## config.mk

```make
export PLATFORM = sky130hd
export DESIGN_NAME = bxtreme_result_collector
export DESIGN_NICKNAME = d
export VERILOG_FILES = /design/src/rtl/bxtreme_result_collector.sv
export SDC_FILE = /design/constraint.sdc
export NUM_CORES = 1
export LEC_CHECK = 0
export CAP_MARGIN = 10
export CELL_PAD_IN_SITES_DETAIL_PLACEMENT = 0
export CELL_PAD_IN_SITES_GLOBAL_PLACEMENT = 1
export CORE_MARGIN = 2
export CORE_UTILIZATION = 48
export DETAILED_ROUTE_END_ITERATION = 6
export DONT_BUFFER_PORTS = 1
export PLACE_DENSITY = 0.8
export SLEW_MARGIN = 20
export SYNTH_ARGS = -nofsm -noshare
export SYNTH_HDL_FRONTEND = slang
export SYNTH_SLANG_ARGS = --single-unit
```

## constraint.sdc

```tcl
create_clock -name clk -period 2.9 [get_ports clk]
set_input_delay 0.58 -clock clk [delete_from_list [all_inputs] [get_ports clk]]
set_output_delay 0.58 -clock clk [all_outputs]
set_load 0.05 [all_outputs]
```

## src/rtl/bxtreme_result_collector.sv

```systemverilog
// Collects per-round victory flags from NPROCS nonce processors and turns
// them into a stream of winning nonces through a 2-entry output FIFO.
//
// Ports:
//   clk            clock; all state changes on the rising edge
//   rst            synchronous active-low reset
//   res_valid_i    one round of processor results is valid this cycle
//   res_newblock_i this round is round 0 of a new block (qualified by res_valid_i)
//   victory_i      bit k: processor k met the difficulty (qualified by res_valid_i)
//   found_valid_o  a winning nonce is presented (FIFO not empty)
//   found_ready_i  consumer accepts found_nonce_o
//   found_nonce_o  winning nonce, zero-extended {round, processor index}
//   dropped_o      sticky: a victory was lost since the last new block
//   exhausted_o    every round of the current block has been processed
//   busy_o         searching the current block
module bxtreme_result_collector #(
    parameter int unsigned NPROCS        = 4,
    parameter int unsigned PARTITIONBITS = 2,
    parameter int unsigned ROUNDBITS     = 30
) (
    input  logic              clk,
    input  logic              rst,
    input  logic              res_valid_i,
    input  logic              res_newblock_i,
    input  logic [NPROCS-1:0] victory_i,
    output logic              found_valid_o,
    input  logic              found_ready_i,
    output logic [31:0]       found_nonce_o,
    output logic              dropped_o,
    output logic              exhausted_o,
    output logic              busy_o
);

    localparam int unsigned NONCE_W = 32;
    localparam int unsigned COUNT_W = 2;
    localparam logic [ROUNDBITS-1:0] LAST_ROUND = '1;

    typedef enum logic [1:0] {
        IDLE      = 2'd0,
        SEARCH    = 2'd1,
        EXHAUSTED = 2'd2
    } state_t;

    state_t                 state_q;
    state_t                 state_d;
    logic [ROUNDBITS-1:0]   round_q;
    logic [ROUNDBITS-1:0]   round_d;
    logic [NONCE_W-1:0]     entry0_q;
    logic [NONCE_W-1:0]     entry0_d;
    logic [NONCE_W-1:0]     entry1_q;
    logic [NONCE_W-1:0]     entry1_d;
    logic [NONCE_W-1:0]     last_q;
    logic [NONCE_W-1:0]     last_d;
    logic [COUNT_W-1:0]     count_q;
    logic [COUNT_W-1:0]     count_d;
    logic                   dropped_d;
    logic [NONCE_W-1:0]     nonce_d;

    logic                   flush;
    logic                   process;
    logic                   hit;
    logic                   pop;
    logic [ROUNDBITS-1:0]   proc_round;
    logic [PARTITIONBITS-1:0] win_idx;
    logic                   multi;
    logic [NONCE_W-1:0]     new_nonce;

    // Priority encoder: lowest set victory bit wins.
    always_comb begin
        win_idx = '0;
        for (int i = int'(NPROCS) - 1; i >= 0; i--) begin
            if (victory_i[i]) begin
                win_idx = PARTITIONBITS'(i);
            end
        end
    end

    // More than one bit set: clearing the lowest set bit leaves something.
    assign multi = |(victory_i & (victory_i - NPROCS'(1)));

    // Round qualification: a newblock round is always processed as round 0.
    assign flush      = res_valid_i & res_newblock_i;
    assign process    = flush | (res_valid_i & (state_q == SEARCH));
    assign proc_round = flush ? '0 : round_q;
    assign hit        = process & (|victory_i);
    // A flush voids any handshake in the same cycle.
    assign pop        = found_valid_o & found_ready_i & ~flush;
    assign new_nonce  = NONCE_W'({proc_round, win_idx});

    // State register.
    always_ff @(posedge clk) begin
        if (!rst) begin
            state_q <= IDLE;
        end else begin
            state_q <= state_d;
        end
    end

    // Next state, round counter, FIFO and drop-flag update.
    always_comb begin
        state_d   = state_q;
        round_d   = round_q;
        entry0_d  = entry0_q;
        entry1_d  = entry1_q;
        last_d    = last_q;
        count_d   = count_q;
        dropped_d = dropped_o;

        if (process) begin
            round_d = proc_round + ROUNDBITS'(1);
            state_d = (proc_round == LAST_ROUND) ? EXHAUSTED : SEARCH;
        end

        if (flush) begin
            dropped_d = 1'b0;
        end
        if (process && multi) begin
            dropped_d = 1'b1;
        end

        if (pop) begin
            last_d = entry0_q;
        end

        if (flush) begin
            // Old contents are discarded; only the new round-0 entry survives.
            count_d = hit ? COUNT_W'(1) : COUNT_W'(0);
            if (hit) begin
                entry0_d = new_nonce;
            end
        end else begin
            case (count_q)
                COUNT_W'(0): begin
                    if (hit) begin
                        entry0_d = new_nonce;
                        count_d  = COUNT_W'(1);
                    end
                end
                COUNT_W'(1): begin
                    if (pop && hit) begin
                        entry0_d = new_nonce;
                    end else if (pop) begin
                        count_d = COUNT_W'(0);
                    end else if (hit) begin
                        entry1_d = new_nonce;
                        count_d  = COUNT_W'(2);
                    end
                end
                default: begin
                    if (pop && hit) begin
                        entry0_d = entry1_q;
                        entry1_d = new_nonce;
                    end else if (pop) begin
                        entry0_d = entry1_q;
                        count_d  = COUNT_W'(1);
                    end else if (hit) begin
                        dropped_d = 1'b1;
                    end
                end
            endcase
        end

        // Empty FIFO keeps showing the most recently consumed nonce.
        nonce_d = (count_d == COUNT_W'(0)) ? last_d : entry0_d;
    end

    // Datapath and registered outputs.
    always_ff @(posedge clk) begin
        if (!rst) begin
            round_q       <= '0;
            entry0_q      <= '0;
            entry1_q      <= '0;
            last_q        <= '0;
            count_q       <= '0;
            found_valid_o <= 1'b0;
            found_nonce_o <= '0;
            dropped_o     <= 1'b0;
            exhausted_o   <= 1'b0;
            busy_o        <= 1'b0;
        end else begin
            round_q       <= round_d;
            entry0_q      <= entry0_d;
            entry1_q      <= entry1_d;
            last_q        <= last_d;
            count_q       <= count_d;
            found_valid_o <= (count_d != COUNT_W'(0));
            found_nonce_o <= nonce_d;
            dropped_o     <= dropped_d;
            exhausted_o   <= (state_d == EXHAUSTED);
            busy_o        <= (state_d == SEARCH);
        end
    end

endmodule

```

* Word-level counts from Yosys, hierarchy flattened
Cells that the tools add are included.
** Storage, ports and cells
- Bits in registers :: 166
- Input bits :: 9
- Output and inout port bits :: 36
- Word-level logic and storage cells :: 76
** Operators by class
- Add/subtract/negate cells :: 2
- Eq/ne operators :: 7
- Muxes and demuxes :: 36
- Bitwise logic cells :: 9
- Reduce and logical (&&, ||, !) cells :: 11
** Operators with widths (count)
- 2-to-1 mux 32 bit :: 11
- one-hot mux 32 bit (2 select lines) :: 2
- adder 30 x 1 -> 30 bit, second input constant :: 1
- == test 30 bit, second input constant :: 1
- 2-to-1 mux 30 bit :: 1
- 2-to-1 mux 2 bit :: 13
- 2-to-1 mux 1 bit :: 8
- OR reduction 4 bit :: 2
- == test 2 x 1 -> 1 bit, second input constant :: 3
- AND reduction 6 bit :: 1
- nonzero test 2 bit :: 3
- bitwise AND 1 bit :: 5
- bitwise AND 4 bit :: 1
- logical NOT 2 bit :: 2
- inequality test 2 bit, second input constant :: 2
- one-hot mux 2 bit (2 select lines) :: 1
- subtractor 4 x 1 -> 4 bit, second input constant :: 1
- == test 2 bit, second input constant :: 1
- logical AND 1 bit :: 2
- inverter 1 bit :: 2
- OR reduction 2 bit :: 1
- OR 1 bit :: 1

* Logic depth before layout (Yosys ltp)
Gate-level depths: netlist of the first run.
- Word-level depth :: 11
- Gate-level depth with buffers :: 8
- Gate-level depth less buffers :: 7

* Least setup slack after synthesis of the first run
OpenSTA, ideal clock, no wires.
- Path kind :: in2reg
- Start :: input res_newblock_i
- End :: register round_q[26]
- Library setup time :: 0.070 ns
- Arrival :: 2.574 ns
- Required time :: 2.830 ns
- Setup slack :: 0.255 ns
- Cell stages on the path :: 8
- Path buffers :: 1
- Cells stage by stage :: nand2_1 -> clkbuf_1 -> and2_1 -> ha_1 -> nand4_1 -> or4_4 -> or4_1 -> a21oi_1
** Between the ends
- Cells in the longest elaborated chain, start to end :: 3
- Elaborated cells on any way between the ends :: 4
- Classes of those cells :: add/sub (1); mux (1); bitwise (2)
** Ends and longest elaborated chain
- start: declaration :: line 24 : input logic res_newblock_i,
- bitwise AND 1 bit :: line 82 : assign flush = res_valid_i & res_newblock_i;
- 2-to-1 mux 30 bit :: line 84 : assign proc_round = flush ? '0 : round_q;
- net proc_round[0] :: line 63 : logic [ROUNDBITS-1:0] proc_round;
- adder 30 x 1 -> 30 bit :: line 110 : round_d = proc_round + ROUNDBITS'(1);
- end signal: assignment :: line 181 : round_q <= round_d;
- end: declaration :: line 46 : logic [ROUNDBITS-1:0] round_q;
The timed path passes the listed nets, and every way through them passes these cells.
A chain may end at the register's enable or synchronous reset.

* Worst setup path after layout of the first run
- Start :: register state_q[0]
- End :: register found_nonce_o[3]
** Between the ends
- Cells in the longest elaborated chain, start to end :: 11
- Elaborated cells on any way between the ends :: 20
- Classes of those cells :: eq/ne (1); mux (14); bitwise (3); reduce/logical (2)
** Ends and longest elaborated chain
- start: declaration :: line 44 : state_t state_q;
- start signal: assignment :: line 95 : state_q <= state_d;
- == test 2 x 1 -> 1 bit (*) :: line 83 : assign process = flush | (res_valid_i & (state_q == SEARCH));
- bitwise AND 1 bit (*) :: line 83
- OR 1 bit (*) :: line 83
- bitwise AND 1 bit (*) :: line 85 : assign hit = process & (|victory_i);
- 2-to-1 mux 2 bit :: line 144 : end else if (hit) begin
- 2-to-1 mux 2 bit :: line 142 : end else if (pop) begin
- 2-to-1 mux 2 bit :: line 140 : if (pop && hit) begin
- one-hot mux 2 bit (2 select lines) :: line 132 : case (count_q)
- 2-to-1 mux 2 bit :: line 125 : if (flush) begin
- logical NOT 2 bit :: line 164 : nonce_d = (count_d == COUNT_W'(0)) ? last_d : entry0_d;
- 2-to-1 mux 32 bit (*) :: line 164
- end signal: assignment :: line 187 : found_nonce_o <= nonce_d;
- end: declaration :: line 28 : output logic [31:0] found_nonce_o,
Mark *: on every way between the ends. The rest lies on a longest branch, timed or not.

==> impl_results.md, run 1 <==
* CP Max Fanout at 30
* Via density at 5.95
* NumNets Final at 763
* Post-CTS Resized at 0
* F_max at 396 MHz
* GPL Wtd Cong at 0.908
* Reg area at approximately 0.0033 mm2
* Clock buffer count from CTS at 17
* RSZ-0062 raised after global routing: no
* Synth Net Count at ~780
* Die area at approximately 0.015 mm2
* DR WL/cell at 17.9 um
* Least-Margin Pin Slew at 0.648 ns
* Post-synth top area share at between 40% and 50%
* Routed Antenna Nets at 0
* Number of diodes at 0
* Largest net degree at the start of global routing at 70
* Initial DRT Pass Iterations at 6
* Non-Filler Instances at 946
* Leak Pwr at 2.60 nW
* Worst path arrival time at 2.78 ns
* Hold_buf cts at 0
* Final WL at 16.9 mm
* Die Wd at between 100 and 150 um
* Grt total ovfl at 0
* Synth async-reset ratio at 0%
* Crit Path Category: reg -> reg
* Initial core utilization at 49.0%
* Top post-synthesis cells by area: dfxtp_1, a21oi_1, nand2_1, mux2i_1, nor2_1
* Residual DRC at 0
* Sink Count at ~170
* TritonCTS clock tree: yes
* Final Skew at 0.0114 ns
* DR iter-0 viols at 697
* Largest area contributor in the netlist: dfxtp_1
* WHS at 0.274 ns
* Vias in the first global route at 5154
* Footprint of the multi-input gates at between 0.003 and 0.004 mm2
* Hpwl dp at 11.0 mm
* Vias at 5627
* Final setup margin at 0.376 ns
* Final Hold Viols at 0
* Netlist cell types at 58
* Slew HR at 55.7%
* CP Data Required Time at 3.15 ns
* Clk slew on worst S/H paths at 0.06 ns
* Final instance area at 0.00757 mm2
* Mapped cell area at 0.00677 mm2
* Fin. max-slew vios at 0
* EDFF count, synth at 0
* Yosys reg bits at 166
* Status: completed
* Post-Synthesis Cells at 765
* Tcrit/Tclk final at 87.0%
* Inst Count DP at 914
* Buffers on Ports at 0
* Clk root buf: clkbuf_16
* Core area at 0.0138 mm2
* Most common cell after layout, fill and taps aside: dfxtp_1
* Hold crit path type: in -> reg
* First-pass GRT wire length at approximately 27 mm
* Power Density at approximately 660 mW/mm2
* Critical path endpoint category: flop
* Reg2Reg Setup Slack at 0.38 ns
* Peak VDD IR at 0.403 mV
* Sequential fraction of the synthesis area at 49.1%
* YS warnings at 0
* Avg Synthesized Cell Area at 8.85 um2
* Htree depth at 4
* Die Ht at 123 um
* Worst slack, placed at around 0.3 ns
* Setup TNS at 0 ns
* Worst-Skew Late Latency at between 0.4 and 0.5 ns
* Cell Area, Placed at 0.00700 mm2
* Synthesis-to-layout area growth at 11.8%
* Post-CTS setup buffer count at 0
* All-Layer GR Usage at 23.7%
* Top_reg_cell synth: dfxtp_1
* Initial antenna violation count at 0
* # Max-Cap Violations at 0
* Endpoints failing setup at 0
* I/O pin total at 45
* Max clock buf depth at 2
* Startpoint types: flop
* Most frequent cells in the layout: dfxtp_1, nand2_1, a21oi_1
* FILL cells at approximately 1300
* Share of post-route cells with drive strength above 1 at 9.53%
* Cell Rows at 43
* Final Critical Period at 2.52 ns
## power by group
part,switching [mW],internal (mW)
logic,0.217,0.0913
clock network,0.920,1.28
registers,0.159,2.33
total,1.30,3.70
## routing by layer
layer | track usage, % | share of wire [%] | vias up
met1 | 33.2 | 48 | 2686
met5 | 0 | 0 | -
met2 | 35.0 | 44 | 191
li1 | - | - | 2723
met4 | 8.62 | 2.1 | 0
met3 | 5.95 | 5.6 | 27
## final cells by class
type	instances	area share [%]
clock buffers	19	5.85
clock inverters	13	1.74
inverters	8	0.430
multi-input cells	535	42.3
flip-flops and latches	166	43.9
well taps	180	2.98
repair buffers	25	2.81
## critical path, stage by stage (launching register included)
cell,delay [ns]
dfxtp_1,0.39
nand2b_1,0.18
a211oi_2,0.56
o32ai_4,0.14
buf_4,0.28
a222oi_1,0.53
a21boi_0,0.25
## Yosys cell counts (all sizes together) (3+ instances only)
library cell	number
inv	8
a222oi	25
a31oi	5
o21ai	15
dfxtp	166
xor2	8
a21boi	32
nor4	7
o211a	3
buf	13
o211ai	3
nor3	7
or3	15
nand2	95
xnor2	6
a21oi	85
a21o	5
and3	7
nor2	84
a32oi	3
mux2i	34
clkbuf	43
nand3	21
nand4	17
or4	4
and4	3
and2	23
nand2b	3
## kinds of logic (layout without fill, tap and decap cells)
group,count (synthesis),after routing,share of synthesized area [%]
AO/OA/AOI/OAI,195,195,19.3
XOR/XNOR,14,14,1.81
adder cells (fa/ha/maj),1,1,0.185
buffers and inverters,64,65,4.21
flip-flops,166,166,49.1
multiplexers,34,34,5.03
AND/OR/NAND/NOR,291,291,20.4
## final timing paths
path                                               start                           to  cells past startpoint
worst min-delay path                                 rst      entry0_q[27]$_SDFF_PN0_                      1
worst min register to register  entry1_q[1]$_SDFFE_PN0P_     entry1_q[1]$_SDFFE_PN0P_                      2
worst max-delay path               state_q[0]$_SDFF_PN0_  found_nonce_o[3]$_SDFF_PN0_                      6
worst max register to register     state_q[0]$_SDFF_PN0_  found_nonce_o[3]$_SDFF_PN0_                      6
## flip-flops by register name (all words and copies together), names as in the netlist, 2 cells and up
signal         cells
round_q           30
count_q            2
entry0_q          32
entry1_q          32
found_nonce_o     32
state_q            2
last_q            32
## stage by stage
stage          power (mW)  utilization [%]
4_1_cts              5.03             54.7
2_1_floorplan        2.74                -
3_5_place_dp         2.85             50.6
5_1_grt              5.17             54.7
3_3_place_gp         2.84             50.6
6_report             5.00             54.7
Power figures use the tool's default switching activity.
==> run 2: changes to the inputs <==
Settings changed: CORE_UTILIZATION 48 to 45, PLACE_DENSITY 0.8 to 0.76.
==> run 2 against run 1 <==
Clock power down 2%; via count grew 0.57%; final area is 0.17% lower; first-iteration DRC count decreased by 9.0%; clock skew decreased by 0.0045 ns; maximum frequency grew 6.0%; global-route usage down 0.97 points; sequential power about the same.
==> impl_results.md, run 2 (synthesis gave the netlist of run 1 again) <==
* Status: completed
* Routed Antenna Nets at 0 (unchanged)
* Critical path endpoint category: flop
* Peak VDD IR at 0.413 mV (+2.4%)
* Clk slew on worst S/H paths at 0.06 ns (about the same)
* CP Data Required Time at 3.18 ns (+0.03 ns)
* Share of post-route cells with drive strength above 1 at 8.30% (-1.2 points)
* TritonCTS clock tree: yes
* Clk root buf: clkbuf_16
* Residual DRC at 0 (unchanged)
* Via density at 6.00 (+0.89%)
* Power Density at 658 mW/mm2 (-0.37%)
* NumNets Final at 758 (-0.66%)
* Reg2reg end: found_nonce_o[19]$_SDFF_PN0_
* GPL Wtd Cong at 0.882 (-2.8%)
* DR WL/cell at 18.9 um (+5.6%)
* DR iter-0 viols at 634 (-9.0%)
* F_max at 420 MHz (+6.0%)
* I/O pin total at 45 (unchanged)
* Die Wd at 127 um (+3.2%)
* Least-Margin Pin Slew at 0.682 ns (+0.0339 ns)
* Critical Path Sink: found_nonce_o[19]$_SDFF_PN0_
* Setup TNS at 0 ns (unchanged)
* Inst Count DP at 913 (-0.11%)
* Htree depth at 4 (unchanged)
* Cell Rows at 44 (+2.3%)
* Final Skew at 0.00697 ns (-0.00448 ns)
* Vias at 5659 (+0.57%)
* Grt total ovfl at 0 (unchanged)
* Most frequent cells in the layout: dfxtp_1, nand2_1, a21oi_1
* Slew HR at 54.5% (-1.2 points)
* Hpwl dp at 11.4 mm (+3.2%)
* Endpoints failing setup at 0 (unchanged)
* Critical path startpoint: found_valid_o$_SDFF_PN0_
* Reg2Reg Setup Slack at 0.52 ns (+0.14 ns)
* All-Layer GR Usage at 22.7% (-0.97 points)
* Most common cell after layout, fill and taps aside: dfxtp_1
* Final Critical Period at 2.38 ns (-0.143 ns)
* Worst-Skew Late Latency at 0.43 ns (about the same)
* Final WL at 17.8 mm (+5.2%)
* Hold crit path type: in -> reg
* First-pass GRT wire length at 28.3 mm (+3.2%)
* Initial antenna violation count at 0 (unchanged)
* Final setup margin at 0.519 ns (+0.143 ns)
* Synthesis-to-layout area growth at 11.6%
* Worst r2r path cells at 6 (unchanged)
* Crit Path Category: reg -> reg
* Beginning of the worst register-to-register path: found_valid_o$_SDFF_PN0_
* Die area at 0.0160 mm2 (+6.4%)
* Number of diodes at 0 (unchanged)
* # Max-Cap Violations at 0 (unchanged)
* Final Hold Viols at 0 (unchanged)
* Largest net degree at the start of global routing at 43 (-39%)
* RSZ-0062 raised after global routing: no
* Die Ht at 127 um (+3.2%)
* Leak Pwr at 2.57 nW (-1.2%)
* Fin. max-slew vios at 0 (unchanged)
* Initial core utilization at 46.4% (-2.6 points)
* CP Max Fanout at 30 (unchanged)
* Worst path arrival time at 2.66 ns (-0.12 ns)
* Vias in the first global route at 5136 (-0.35%)
* Worst slack, placed at 0.404 ns (+0.0959 ns)
* Buffers on Ports at 0 (unchanged)
* Power Total at 4.97 mW (-0.54%)
* Max clock buf depth at 2 (unchanged)
* Core area at 0.0146 mm2 (+5.5%)
* Sink Count at 166 (unchanged)
* Hold_buf cts at 0 (unchanged)
* Post-CTS setup buffer count at 0 (unchanged)
* Tcrit/Tclk final at 82.1% (-4.9 points)
* Initial DRT Pass Iterations at 6 (unchanged)
* Clock buffer count from CTS at 17 (unchanged)
* Post-CTS Resized at 0 (unchanged)
* Non-Filler Instances at 943 (-0.32%)
* Startpoint types: flop
## run 2: changes by cell type in the layout (fill, tap and decap cells not counted), sizes merged
cell	previous run	this run
buf	25	20
clkbuf	19	22
clkinv	8	4
inv	9	8
## run 2: per-layer routing
layer / part of all wire [%] / up-vias / global-route usage, %
met3: 6.2 / 34 / 5.44
met1: 47 / 2713 / 32.3
met2: 45 / 198 / 33.2
met5: 0 / - / 0
met4: 2.4 / 0 / 8.99
li1: - / 2714 / -
## run 2: stage by stage
| stage | utilization (%) | hold slack [ns] | instance area [um2] |
|---|---|---|---|
| 6_report | 51.8 | 0.278 | 7560 |
| 3_3_place_gp | 48.0 | 0.439 | 7000 |
| 2_1_floorplan | - | 0.427 | 6770 |
| 3_5_place_dp | 48.0 | 0.444 | 7000 |
| 5_1_grt | 51.8 | 0.265 | 7560 |
| 4_1_cts | 51.8 | 0.262 | 7560 |
## run 2: layout make-up
class / instances / area, um2
Clock inverter: 8 / 103
Inverter: 8 / 32.5
Timing Repair Buffer: 20 / 213
Multi-Input combinational cell: 535 / 3200
Tap cell: 184 / 230
Clock buffer: 22 / 454
Fill cell: 1337 / 7030
Sequential cell: 166 / 3320
## run 2: worst max-delay path: stages (launching register included)
cell,delay [ns]
dfxtp_1,0.76
a21boi_0,0.28
o21ai_0,0.38
and2_1,0.32
buf_12,0.25
a21oi_1,0.09
a21boi_0,0.14
## run 2: where the power goes
part           internal, mW  switching [mW]
sequential             2.33           0.167
combinational        0.0968           0.220
clock                  1.28           0.882
## run 2: worst min-delay path by stage
stage / from / to / depth (start not counted)
CTS: rst / entry0_q[27]$_SDFF_PN0_ / 1
global route: rst / state_q[0]$_SDFF_PN0_ / 1
detailed placement: entry1_q[1]$_SDFFE_PN0P_ / entry1_q[1]$_SDFFE_PN0P_ / 2
floorplan: entry1_q[1]$_SDFFE_PN0P_ / entry1_q[1]$_SDFFE_PN0P_ / 2
finish: rst / entry0_q[27]$_SDFF_PN0_ / 1
global placement: entry1_q[1]$_SDFFE_PN0P_ / entry1_q[1]$_SDFFE_PN0P_ / 2
